<file path="src/rtl/clk_div_bank.sv">
// clk_div_bank
// Multi-channel programmable frequency divider. Each channel produces a
// one-cycle tick (clock enable) every d cycles and a 50%-duty square wave
// that toggles on every tick. Divisors are writable at runtime through a
// shared write port, and a common sync restarts every channel in phase.
//
// Ports:
//   clk     system clock
//   reset   asynchronous active-high reset
//   en      per-channel count enable
//   sync    restart all channel counters together, square waves cleared
//   wr_en   divisor write strobe
//   wr_ch   channel index for divisor write (out-of-range indices ignored)
//   wr_div  new divisor value (0 behaves as 1)
//   tick    registered one-cycle pulse per channel period
//   sq      registered square wave, toggles on each tick
//   div_rd  current divisor registers, channel i at [i*CNT_W +: CNT_W]
//
// All outputs come straight from flops; use them as clock enables rather
// than routing sq onto clock nets.

module clk_div_bank #(
  parameter int                      NUM_CH   = 2,
  parameter int                      CNT_W    = 25,
  parameter logic [NUM_CH*CNT_W-1:0] DIV_INIT = {25'd300001, 25'd2},
  parameter int                      CH_W     = (NUM_CH > 1) ? $clog2(NUM_CH) : 1
) (
  input  logic                      clk,
  input  logic                      reset,
  input  logic [NUM_CH-1:0]         en,
  input  logic                      sync,
  input  logic                      wr_en,
  input  logic [CH_W-1:0]           wr_ch,
  input  logic [CNT_W-1:0]          wr_div,
  output logic [NUM_CH-1:0]         tick,
  output logic [NUM_CH-1:0]         sq,
  output logic [NUM_CH*CNT_W-1:0]   div_rd
);

  // Terminal count for a divisor: d-1, with a zero divisor treated as 1.
  // Computing d-1 directly keeps the compare inside CNT_W bits, so the
  // largest divisor (all ones) cannot overflow.
  function automatic logic [CNT_W-1:0] last_count(input logic [CNT_W-1:0] div_val);
    if (div_val == {CNT_W{1'b0}}) begin
      return {CNT_W{1'b0}};
    end else begin
      return div_val - {{(CNT_W-1){1'b0}}, 1'b1};
    end
  endfunction

  for (genvar g = 0; g < NUM_CH; g++) begin : g_ch
    logic [CNT_W-1:0] cnt;
    logic [CNT_W-1:0] div;
    logic             tick_ff;
    logic             sq_ff;
    logic             wr_sel;

    // Index compare only matches real channels, so an out-of-range wr_ch
    // selects nothing.
    assign wr_sel = wr_en && (wr_ch == CH_W'(g));

    // Per-channel divisor, counter, tick and square-wave state.
    always_ff @(posedge clk or posedge reset) begin
      if (reset) begin
        cnt     <= {CNT_W{1'b0}};
        div     <= DIV_INIT[g*CNT_W +: CNT_W];
        tick_ff <= 1'b0;
        sq_ff   <= 1'b0;
      end else if (wr_sel) begin
        // Write wins over sync; the square wave keeps its level.
        div     <= wr_div;
        cnt     <= {CNT_W{1'b0}};
        tick_ff <= 1'b0;
      end else if (sync) begin
        cnt     <= {CNT_W{1'b0}};
        tick_ff <= 1'b0;
        sq_ff   <= 1'b0;
      end else if (!en[g]) begin
        tick_ff <= 1'b0;
      end else if (cnt >= last_count(div)) begin
        // >= rather than == so a corrupted counter still wraps at once.
        cnt     <= {CNT_W{1'b0}};
        tick_ff <= 1'b1;
        sq_ff   <= ~sq_ff;
      end else begin
        cnt     <= cnt + {{(CNT_W-1){1'b0}}, 1'b1};
        tick_ff <= 1'b0;
      end
    end

    assign tick[g]                   = tick_ff;
    assign sq[g]                     = sq_ff;
    assign div_rd[g*CNT_W +: CNT_W]  = div;
  end

endmodule

</file>
<file path="config.mk">
export PLATFORM = sky130hd
export DESIGN_NAME = clk_div_bank
export DESIGN_NICKNAME = d
export VERILOG_FILES = /design/src/rtl/clk_div_bank.sv
export SDC_FILE = /design/constraint.sdc
export NUM_CORES = 1
export LEC_CHECK = 0
export CAP_MARGIN = 20
export CORE_MARGIN = 2
export CORE_UTILIZATION = 50
export DETAILED_ROUTE_END_ITERATION = 6
export PLACE_DENSITY = 0.72
export SYNTH_ARGS = -nofsm -noshare
export SYNTH_HDL_FRONTEND = slang
export SYNTH_SLANG_ARGS = --single-unit
</file>
<file path="constraint.sdc">
create_clock -name clk -period 10.7 [get_ports clk]
set_input_delay 2.14 -clock clk [delete_from_list [all_inputs] [get_ports clk]]
set_output_delay 2.14 -clock clk [all_outputs]
set_load 0.02 [all_outputs]
</file>
[Yosys cells after proc, flatten, opt, wreduce, memory -nomap -nowiden]
Cells that the tools add are included.
W data, S select, Z words.
Storage, ports and cells
  flip-flop bits (word level): 104
  input port bits: 32
  output and inout bits: 54
  logic and storage cells: 61
Cells by class
  $add $sub $neg: 4
  magnitude comparators: 2
  muxes and demuxes: 30
  bitwise gates (word level): 5
  reductions and logical operators: 12
Operators with widths (number)
  $mux W25: 16
  $add A25 B1 Y25 const B: 2
  $ge A25 B25 Y1: 2
  $logic_not A25 Y1: 2
  $sub A25 B1 Y25 const B: 2
  $mux W1: 14
  $reduce_bool A2 Y1: 4
  $reduce_and A3 Y1: 2
  $reduce_bool A3 Y1: 2
  $not A1 Y1: 5
  $logic_and A1 B1 Y1: 2

[Longest topological paths before layout]
Gate-level depths: netlist of run 1.
  word-level depth: 10
  depth in mapped cells: 19

[Worst setup path after synthesis of run 1]
Ideal clock, no wire load.
  kind: register to register
  start: register g_ch[1].div[4]
  end: register g_ch[1].cnt[16]
  data arrival time: 4.074 ns
  data required time: 10.618 ns
  path slack: 6.544 ns
  stages on the path, launching flop included: 17
  path buffers: 3
  cell sequence: dfrtp_1 -> or4_1 -> nor3_2 -> and3_1 -> nand3_1 -> or2_1 -> clkbuf_1 -> buf_2 -> nand2_1 -> ha_1 -> a211oi_1 -> nor2_1 -> a2111oi_0 -> o2bb2ai_1 -> clkbuf_1 -> o2111ai_1 -> a31oi_1
Between the ends
  word-level cells in the longest chain between the ends: 10
  elaborated cells between the ends (all ways): 11
  classes of those cells: 1 x add/sub; 1 x order compare; 8 x mux; 1 x reduce/logical
RTL lines
  start, declared: RTL line 53  | logic [CNT_W-1:0] div;
  start signal, assigned: RTL line 66  | div <= DIV_INIT[g*CNT_W +: CNT_W];
  start signal, assigned: RTL line 71  | div <= wr_div;
  $sub A25 B1 Y25 / $logic_not A25 Y1 (equally long branches): RTL line 47, 44
  $mux W25 *: RTL line 44  | if (div_val == {CNT_W{1'b0}}) begin
  $mux W25 *: RTL line 78  | end else if (!en[g]) begin
  $mux W25 *: RTL line 74  | end else if (sync) begin
  $mux W25 *: RTL line 69  | end else if (wr_sel) begin
  $ge A25 B25 Y1 *: RTL line 80  | end else if (cnt >= last_count(div)) begin
  $mux W25 *: RTL line 80
  $mux W25 *: RTL line 78
  $mux W25 *: RTL line 74
  $mux W25 *: RTL line 69
  end signal, assigned: RTL line 72  | cnt <= {CNT_W{1'b0}};
  end signal, assigned: RTL line 75  | cnt <= {CNT_W{1'b0}};
  end signal, assigned: RTL line 82  | cnt <= {CNT_W{1'b0}};
  end, declared: RTL line 52  | logic [CNT_W-1:0] cnt;
Every way passes the cells marked *; elsewhere a longest branch is shown, timed or not. The select of a mux whose other input is x is not followed.
A chain may end at the register's enable or synchronous reset.

[Final worst setup path of run 1]
  start: register g_ch[1].div[10]
  end: register g_ch[1].cnt[23]
Same word-level chain as after synthesis.

==> qor.yml, run 1 <==
route:
  drtIter0Drc: 644
  detail-route-antenna-nets: 0
  avgRoutedWirePerCell_um: 17.3
  drt-vias-per-instance: 5.96
  via_count: 6644
  firstDrtPassIters: 5
  drc_errors: 0
  route.final.wire_length_um: 19300
synth:
  post_synth_fa_ha_maj_area_fraction: 0.0916
  ys_ff_latch: 104
  synth_edf_count: 0
  fraction_of_the_mapped_netlist_area_in_simple_logic_gates: 0.299
  async_reset_ff_frac: 1.00
  synth.net_count: 952
  synthXorXnorAreaFrac: 0.0487
  synthesized_area_fraction_occupied_by_ao_oa_aoi_and_oai_cells: 0.105
  post_synth.cell_area_avg_um2: 8.52
  dominantRegCellSynth: "sky130_fd_sc_hd__dfrtp_1"
  netlist-cell-type-count: 59
  muxShareOfSynthArea: 0.0640
  mappedNetlistArea_um2: 7380
  syn-instance-count: 866
  synth-seq-area-share: 0.355
  synth.yosys.warnings: 0
  synth_top_family_by_area: "simple AND/OR/NAND/NOR gates"
cells_and_area:
  finalNetCount: 1011
  drive_gt1_frac: 0.0796
  multi_input_area_um2: 4500
  area_growth_pct: 17.3
  area.sequential_um2: 2620
  stdcell_count: 1114
  antenna-diode-count: 0
  layout_common_cells: "sky130_fd_sc_hd__nand2_1, sky130_fd_sc_hd__dfrtp_1, sky130_fd_sc_hd__clkdlybuf4s50_1"
  final.fill_count: 1314
  layout_commonest_cell: "sky130_fd_sc_hd__nand2_1"
placed_design:
  dp_slack_ps: 5980
  gpl.final_weighted_congestion: 0.872
  portBuffers: 85
  hpwl_um: 14200
  dp_cell_count: 1098
setup_path:
  setup.worst_path.class: "reg -> reg"
  cp_endpoint_kind: "flip-flop"
  crit_path_max_fanout: 23
  crit_required_ps: 10990
  cp_data_arrival_time_ps: 5130
  critical_path.startpoint_type: "flip-flop"
cts:
  cts.repair_timing.setup_buffer_count: 0
  clockBufferDepth: 2
  clock-root-buffer: "sky130_fd_sc_hd__clkbuf_16"
  clk_transition_reported_paths_ps: 80
  cts.repair.resized: 0
  clock_tree_from_tritoncts: "done"
  tritoncts.num_buffers: 9
  insertion_delay_ps: 370
  clock_sink_count: 104
  ctsHoldBuffers: 0
  count_of_h_tree_levels_built_during_cts: 3
timing:
  min_period_ps: 4840
  hold_viol_final: 0
  timing_worst_slew_pin_value_ps: 1030
  fin_skew_ps: 15.2
  grt_setup_unrepaired: "no"
  max_freq_mhz: 207
  worst_slew_margin: 0.314
  finalWorstSetupSlack_ps: 5860
  final-max-slew-violation-count: 0
  post-route-period-util: 0.452
  setup-violations-final: 0
  setup-tns-final_ps: 0
floorplan:
  floorplan.die.height_um: 125
  fp.dieArea_um2: 15700
  placeableCoreArea_um2: 14500
  initial_core_util: 0.509
  die_w_um: 125
  num_io_pins: 86
  fp-row-count: 44
global_routing:
  antenna_found_initial: 0
  largest_net_degree_at_the_start_of_global_routing: 55
  grt_overflow: 0
  grt_pass1_wl_um: 31800
  first_global_vias: 6046
  grtUsageTotal: 0.248
pwr:
  power_switching_share: 0.333
  power.share.combinational: 0.243
  post-layout-total-power_mw: 1.07
  pwr-share-seq: 0.441
  clkPwrFrac: 0.315
  leakagePower_nw: 3.68
  power.density_cell_area_nw_per_um2: 124
  power.switching_mw: 0.356
  int_pwr_mw: 0.713
  irDropWorstVdd_mv: 0.0973
min_path:
  timing.hold.worst.class: "reg -> reg"
flow_run:
  cap_viol_max_count: 0
outcome:
  status: "completed"
[path summary, 6_finish.rpt]
| path | slack [ps] | to | start | depth (start not counted) |
|---|---|---|---|---|
| max | 5860 | g_ch[1].cnt[23] | g_ch[1].div[10] | 12 |
| min | 510 | g_ch[0].cnt[24] | g_ch[0].cnt[24] | 1 |
| max reg2reg | 5860 | g_ch[1].cnt[23] | g_ch[1].div[10] | 12 |
| min reg2reg | 510 | g_ch[0].cnt[24] | g_ch[0].cnt[24] | 1 |
| max in group asynchronous | 7340 | g_ch[1].cnt[24] | reset | 3 |
| min in group asynchronous | 2240 | g_ch[1].cnt[18] | reset | 2 |
[routing by layer]
metal / GRT usage / vias up / part of all wire
met1: 0.356 / 3172 / 0.47
met3: 0.0496 / 30 / 0.053
met5: 0 / - / 0
li1: - / 3237 / -
met4: 0.0556 / 0 / 0.016
met2: 0.389 / 205 / 0.46
[flip-flops by register name (all words and copies together) (netlist names)]
register      cells
g_ch.cnt         50
g_ch.div         50
g_ch.sq_ff        2
g_ch.tick_ff      2
[critical path, cell delays in order, from the launching register on]
cell	delay (ps)
sky130_fd_sc_hd__dfrtp_1	450
sky130_fd_sc_hd__or4_1	620
sky130_fd_sc_hd__nor4_2	420
sky130_fd_sc_hd__nand3_1	210
sky130_fd_sc_hd__or2_1	510
sky130_fd_sc_hd__and2_1	280
sky130_fd_sc_hd__ha_1	270
sky130_fd_sc_hd__nor2b_1	90
sky130_fd_sc_hd__o21ai_0	120
sky130_fd_sc_hd__a2111oi_0	760
sky130_fd_sc_hd__a2bb2oi_1	340
sky130_fd_sc_hd__or4b_1	560
sky130_fd_sc_hd__mux2i_1	130
[power by group through the flow]
| stage | logic [mW] | registers [mW] | clock network [mW] |
|---|---|---|---|
| after floorplan | 0.128 | 0.496 | 0 |
| after global placement | 0.257 | 0.478 | 0 |
| after detailed placement | 0.260 | 0.478 | 0 |
| after CTS | 0.262 | 0.471 | 0.345 |
| after global routing | 0.288 | 0.476 | 0.361 |
| final | 0.260 | 0.472 | 0.337 |
[area by class of cell]
type,count,share of cell area
Timing Repair Buffer,94,0.106
Clock inverter,7,0.00926
Clock buffer,9,0.0260
Multi-Input combinational cell,694,0.520
Inverter,22,0.00984
Sequential cell,104,0.302
Tap cell,184,0.0266
[per-stage QoR]
| stage | utilization | area (µm²) | hold slack (ps) |
|---|---|---|---|
| floorplan | - | 7380 | 457 |
| global placement | 0.576 | 8340 | 486 |
| detailed placement | 0.576 | 8340 | 488 |
| CTS | 0.597 | 8650 | 507 |
| global route | 0.597 | 8650 | 529 |
| finish | 0.597 | 8650 | 514 |
[kinds of logic (layout without fill, tap and decap cells)]
family          count (synthesis)  count (layout)
simple gates                  433             433
compound gates                122             122
flops                         104             104
buf+inv                        68             132
fa+ha+maj                      54              54
mux                            44              44
xor+xnor                       41              41
[synth_stat cells (all sizes together) (3+ instances only)]
| cell type | number | area share |
|---|---|---|
| dfrtp | 94 | 0.32 |
| xnor2 | 16 | 0.019 |
| mux2 | 25 | 0.038 |
| a31oi | 36 | 0.031 |
| xor2 | 25 | 0.030 |
| nor2b | 7 | 0.0059 |
| o2111ai | 4 | 0.0047 |
| nor3 | 17 | 0.012 |
| nand4 | 29 | 0.025 |
| nand3 | 48 | 0.033 |
| a211oi | 5 | 0.0051 |
| o2bb2ai | 3 | 0.0036 |
| or4 | 12 | 0.013 |
| a21oi | 28 | 0.019 |
| or2 | 5 | 0.0042 |
| buf | 10 | 0.0076 |
| dfstp | 10 | 0.036 |
| nand3b | 7 | 0.0071 |
| nand2 | 167 | 0.085 |
| and3 | 9 | 0.0076 |
| clkbuf | 36 | 0.018 |
| o211ai | 6 | 0.0061 |
| nand2b | 29 | 0.025 |
| nor2 | 42 | 0.021 |
| and4 | 4 | 0.0047 |
| o22ai | 3 | 0.0025 |
| o21ai | 19 | 0.013 |
| mux2i | 19 | 0.026 |
| nor3b | 5 | 0.0051 |
| inv | 22 | 0.011 |
| and2 | 7 | 0.0059 |
| a211o | 4 | 0.0047 |
| nor4 | 18 | 0.018 |
| a21o | 4 | 0.0041 |
| or3 | 18 | 0.015 |
| ha | 54 | 0.092 |
(Power assumes the default switching activity.)
==> run 2, diff against run 1 <==
==> constraint.sdc (replaced) <==
create_clock -name clk -period 4.8 [get_ports clk]
set_input_delay 0.96 -clock clk [delete_from_list [all_inputs] [get_ports clk]]
set_output_delay 0.96 -clock clk [all_outputs]
set_load 0.02 [all_outputs]
==> run 2 against run 1 <==
  * Setup slack worse by 5500 ps
  * Combinational power up 130%
  * Register-to-register slack worse by 5500 ps
  * Largest cell class unchanged
  * Highest routed layer unchanged
  * Clock-buffer cell count unchanged
==> qor.yml, run 2 (synthesis results as in run 1) <==
timing:
  post-route-period-util: 0.916  # +0.464
  timing_worst_slew_pin_value_ps: 752  # -277 ps
  fin_skew_ps: 12.1  # -3.13 ps
  worst_slew_margin: 0.498  # +0.185
  hold_viol_final: 0  # unchanged
  worst_hold_slack_ps: 496  # -18.6 ps
  max_freq_mhz: 227  # +10%
  min_period_ps: 4400  # -441 ps
  setup-tns-final_ps: 0  # unchanged
  grt_setup_unrepaired: "no"
  final-max-slew-violation-count: 0  # unchanged
  setup-violations-final: 0  # unchanged
cts:
  cts.repair_timing.setup_buffer_count: 0  # unchanged
  ctsHoldBuffers: 0  # unchanged
  clock_sink_count: 104  # unchanged
  tritoncts.num_buffers: 9  # unchanged
  count_of_h_tree_levels_built_during_cts: 3  # unchanged
  clock_tree_from_tritoncts: "done"
  insertion_delay_ps: 370  # about the same
  clock-root-buffer: "sky130_fd_sc_hd__clkbuf_16"
  clk_transition_reported_paths_ps: 80  # about the same
  clockBufferDepth: 2  # unchanged
setup_path:
  critical_path.reg2reg.endpoint: "g_ch[1].cnt[2]"
  crit_required_ps: 5080  # -5910 ps
  setup.worst_path.class: "reg -> reg"
  r2r_cells: 15  # +3
  critical_path.reg2reg.startpoint: "g_ch[1].div[4]"
  critical_path.startpoint_type: "flip-flop"
  cp_data_arrival_time_ps: 4680  # -450 ps
  worst-r2r-setup-slack_ps: 400  # -5460 ps
  cp_endpoint_kind: "flip-flop"
  crit_path_max_fanout: 23  # unchanged
placed_design:
  dpl-instance-area_um2: 8430  # +0.99%
  portBuffers: 85  # unchanged
  gpl.final_weighted_congestion: 0.863  # -1.0%
  hpwl_um: 14300  # +0.93%
global_routing:
  grtUsageTotal: 0.249  # +0.000681
  largest_net_degree_at_the_start_of_global_routing: 58  # +5.5%
  antenna_found_initial: 0  # unchanged
  first_global_vias: 6212  # +2.7%
  grt_overflow: 0  # unchanged
  grt_pass1_wl_um: 31800  # about the same
flow_run:
  cap_viol_max_count: 0  # unchanged
cells_and_area:
  layout_common_cells: "sky130_fd_sc_hd__nand2_1, sky130_fd_sc_hd__dfrtp_1, sky130_fd_sc_hd__clkdlybuf4s50_1"
  finalNetCount: 1022  # +1.1%
  area.sequential_um2: 2620  # unchanged
  antenna-diode-count: 0  # unchanged
  finalCoreUtilization: 0.605  # +0.00769
  reg_top3: "g_ch.cnt x50, g_ch.div x50"
  drive_gt1_frac: 0.0925  # +0.0129
  final.fill_count: 1267  # -3.6%
  layout.cell_area.non_filler_um2: 8760  # +1.3%
  multi_input_area_um2: 4510  # +0.42%
  layout_commonest_cell: "sky130_fd_sc_hd__nand2_1"
  area_growth_pct: 18.8
route:
  drtIter0Drc: 458  # -29%
  route.final.wire_length_um: 19200  # -0.48%
  avgRoutedWirePerCell_um: 17.1  # -1.5%
  firstDrtPassIters: 5  # unchanged
  detail-route-antenna-nets: 0  # unchanged
  drc_errors: 0  # unchanged
  via_count: 6607  # -0.56%
  drt-vias-per-instance: 5.87  # -1.5%
floorplan:
  num_io_pins: 86  # unchanged
  fp.dieArea_um2: 15700  # unchanged
  floorplan.die.height_um: 125  # unchanged
  placeableCoreArea_um2: 14500  # unchanged
  fp-row-count: 44  # unchanged
  die_w_um: 125  # unchanged
  initial_core_util: 0.509  # unchanged
min_path:
  min_to: "g_ch[0].cnt[24]"
  timing.hold.worst.start: "g_ch[0].cnt[24]"
  timing.hold.worst.class: "reg -> reg"
  min_delay_path_depth: 1  # unchanged
outcome:
  status: "completed"
pwr:
  leakagePower_nw: 3.75  # +1.8%
  power.density_cell_area_nw_per_um2: 276  # +120%
  irDropWorstVdd_mv: 0.196  # +100%
## run 2: cell count changes in the layout (fill, tap and decap cells not counted), sizes merged
cell / previous run / this run
clkinv: 2 / 1
buf: 9 / 20
clkinvlp: 1 / 0
inv: 26 / 28
## run 2: worst max-delay path, stage by stage (launching register included)
cell	delay, ps
sky130_fd_sc_hd__dfrtp_1	420
sky130_fd_sc_hd__or4_1	590
sky130_fd_sc_hd__nor3_2	300
sky130_fd_sc_hd__and3_1	240
sky130_fd_sc_hd__nand3_1	120
sky130_fd_sc_hd__or2_2	470
sky130_fd_sc_hd__and2_1	230
sky130_fd_sc_hd__ha_1	270
sky130_fd_sc_hd__nor2b_1	100
sky130_fd_sc_hd__o21ai_0	90
sky130_fd_sc_hd__a2111oi_0	450
sky130_fd_sc_hd__buf_4	220
sky130_fd_sc_hd__o2bb2ai_4	230
sky130_fd_sc_hd__buf_6	250
sky130_fd_sc_hd__nand4b_1	130
sky130_fd_sc_hd__a31oi_1	190
## run 2: worst max path at each step
stage	from	cells past startpoint	endpoint	slack [ps]
final	g_ch[1].div[4]	15	g_ch[1].cnt[2]	400
after global routing	g_ch[1].div[4]	15	g_ch[1].cnt[2]	30
after CTS	g_ch[1].div[4]	15	g_ch[1].cnt[3]	180
after detailed placement	g_ch[1].div[4]	15	g_ch[1].cnt[2]	250
after global placement	g_ch[1].div[4]	13	g_ch[1].sq_ff	410
after floorplan	g_ch[1].div[4]	16	g_ch[1].cnt[16]	640
## run 2: per-stage QoR
| stage | power [mW] | cells | worst slack (ps) |
|---|---|---|---|
| 3_3_place_gp | 1.64 | 1109 | 410 |
| 4_1_cts | 2.44 | 1125 | 176 |
| 6_report | 2.42 | 1125 | 401 |
| 2_1_floorplan | 1.39 | 866 | 644 |
| 3_5_place_dp | 1.65 | 1109 | 245 |
| 5_1_grt | 2.54 | 1125 | 26.5 |
## run 2: repair_timing
action / 4_1_cts / 5_1_grt
resized for setup: 0 / 4
endpoints found under the setup margin: 0 / 16
hold endpoints to repair: 0 / 0
## run 2: final cells by class
type	instances	share of cell area
well taps	184	0.0263
inverters	22	0.00971
clock inverters	7	0.00985
repair buffers	105	0.115
flip-flops and latches	104	0.298
clock buffers	9	0.0257
multi-input cells	694	0.515
## run 2: routing by layer
layer,track usage,up-vias,share of wire
met5,0,-,0
met4,0.0745,0,0.020
met3,0.0449,27,0.041
met2,0.405,145,0.47
met1,0.339,3183,0.47
li1,-,3252,-
## run 2: where the power goes
group / internal, mW / leakage, nW / total [mW] / switching [mW]
sequential: 0.945 / 1.34 / 1.05 / 0.105
combinational: 0.278 / 2.25 / 0.587 / 0.309
clock: 0.381 / 0.154 / 0.780 / 0.399
total: 1.60 / 3.75 / 2.42 / 0.813
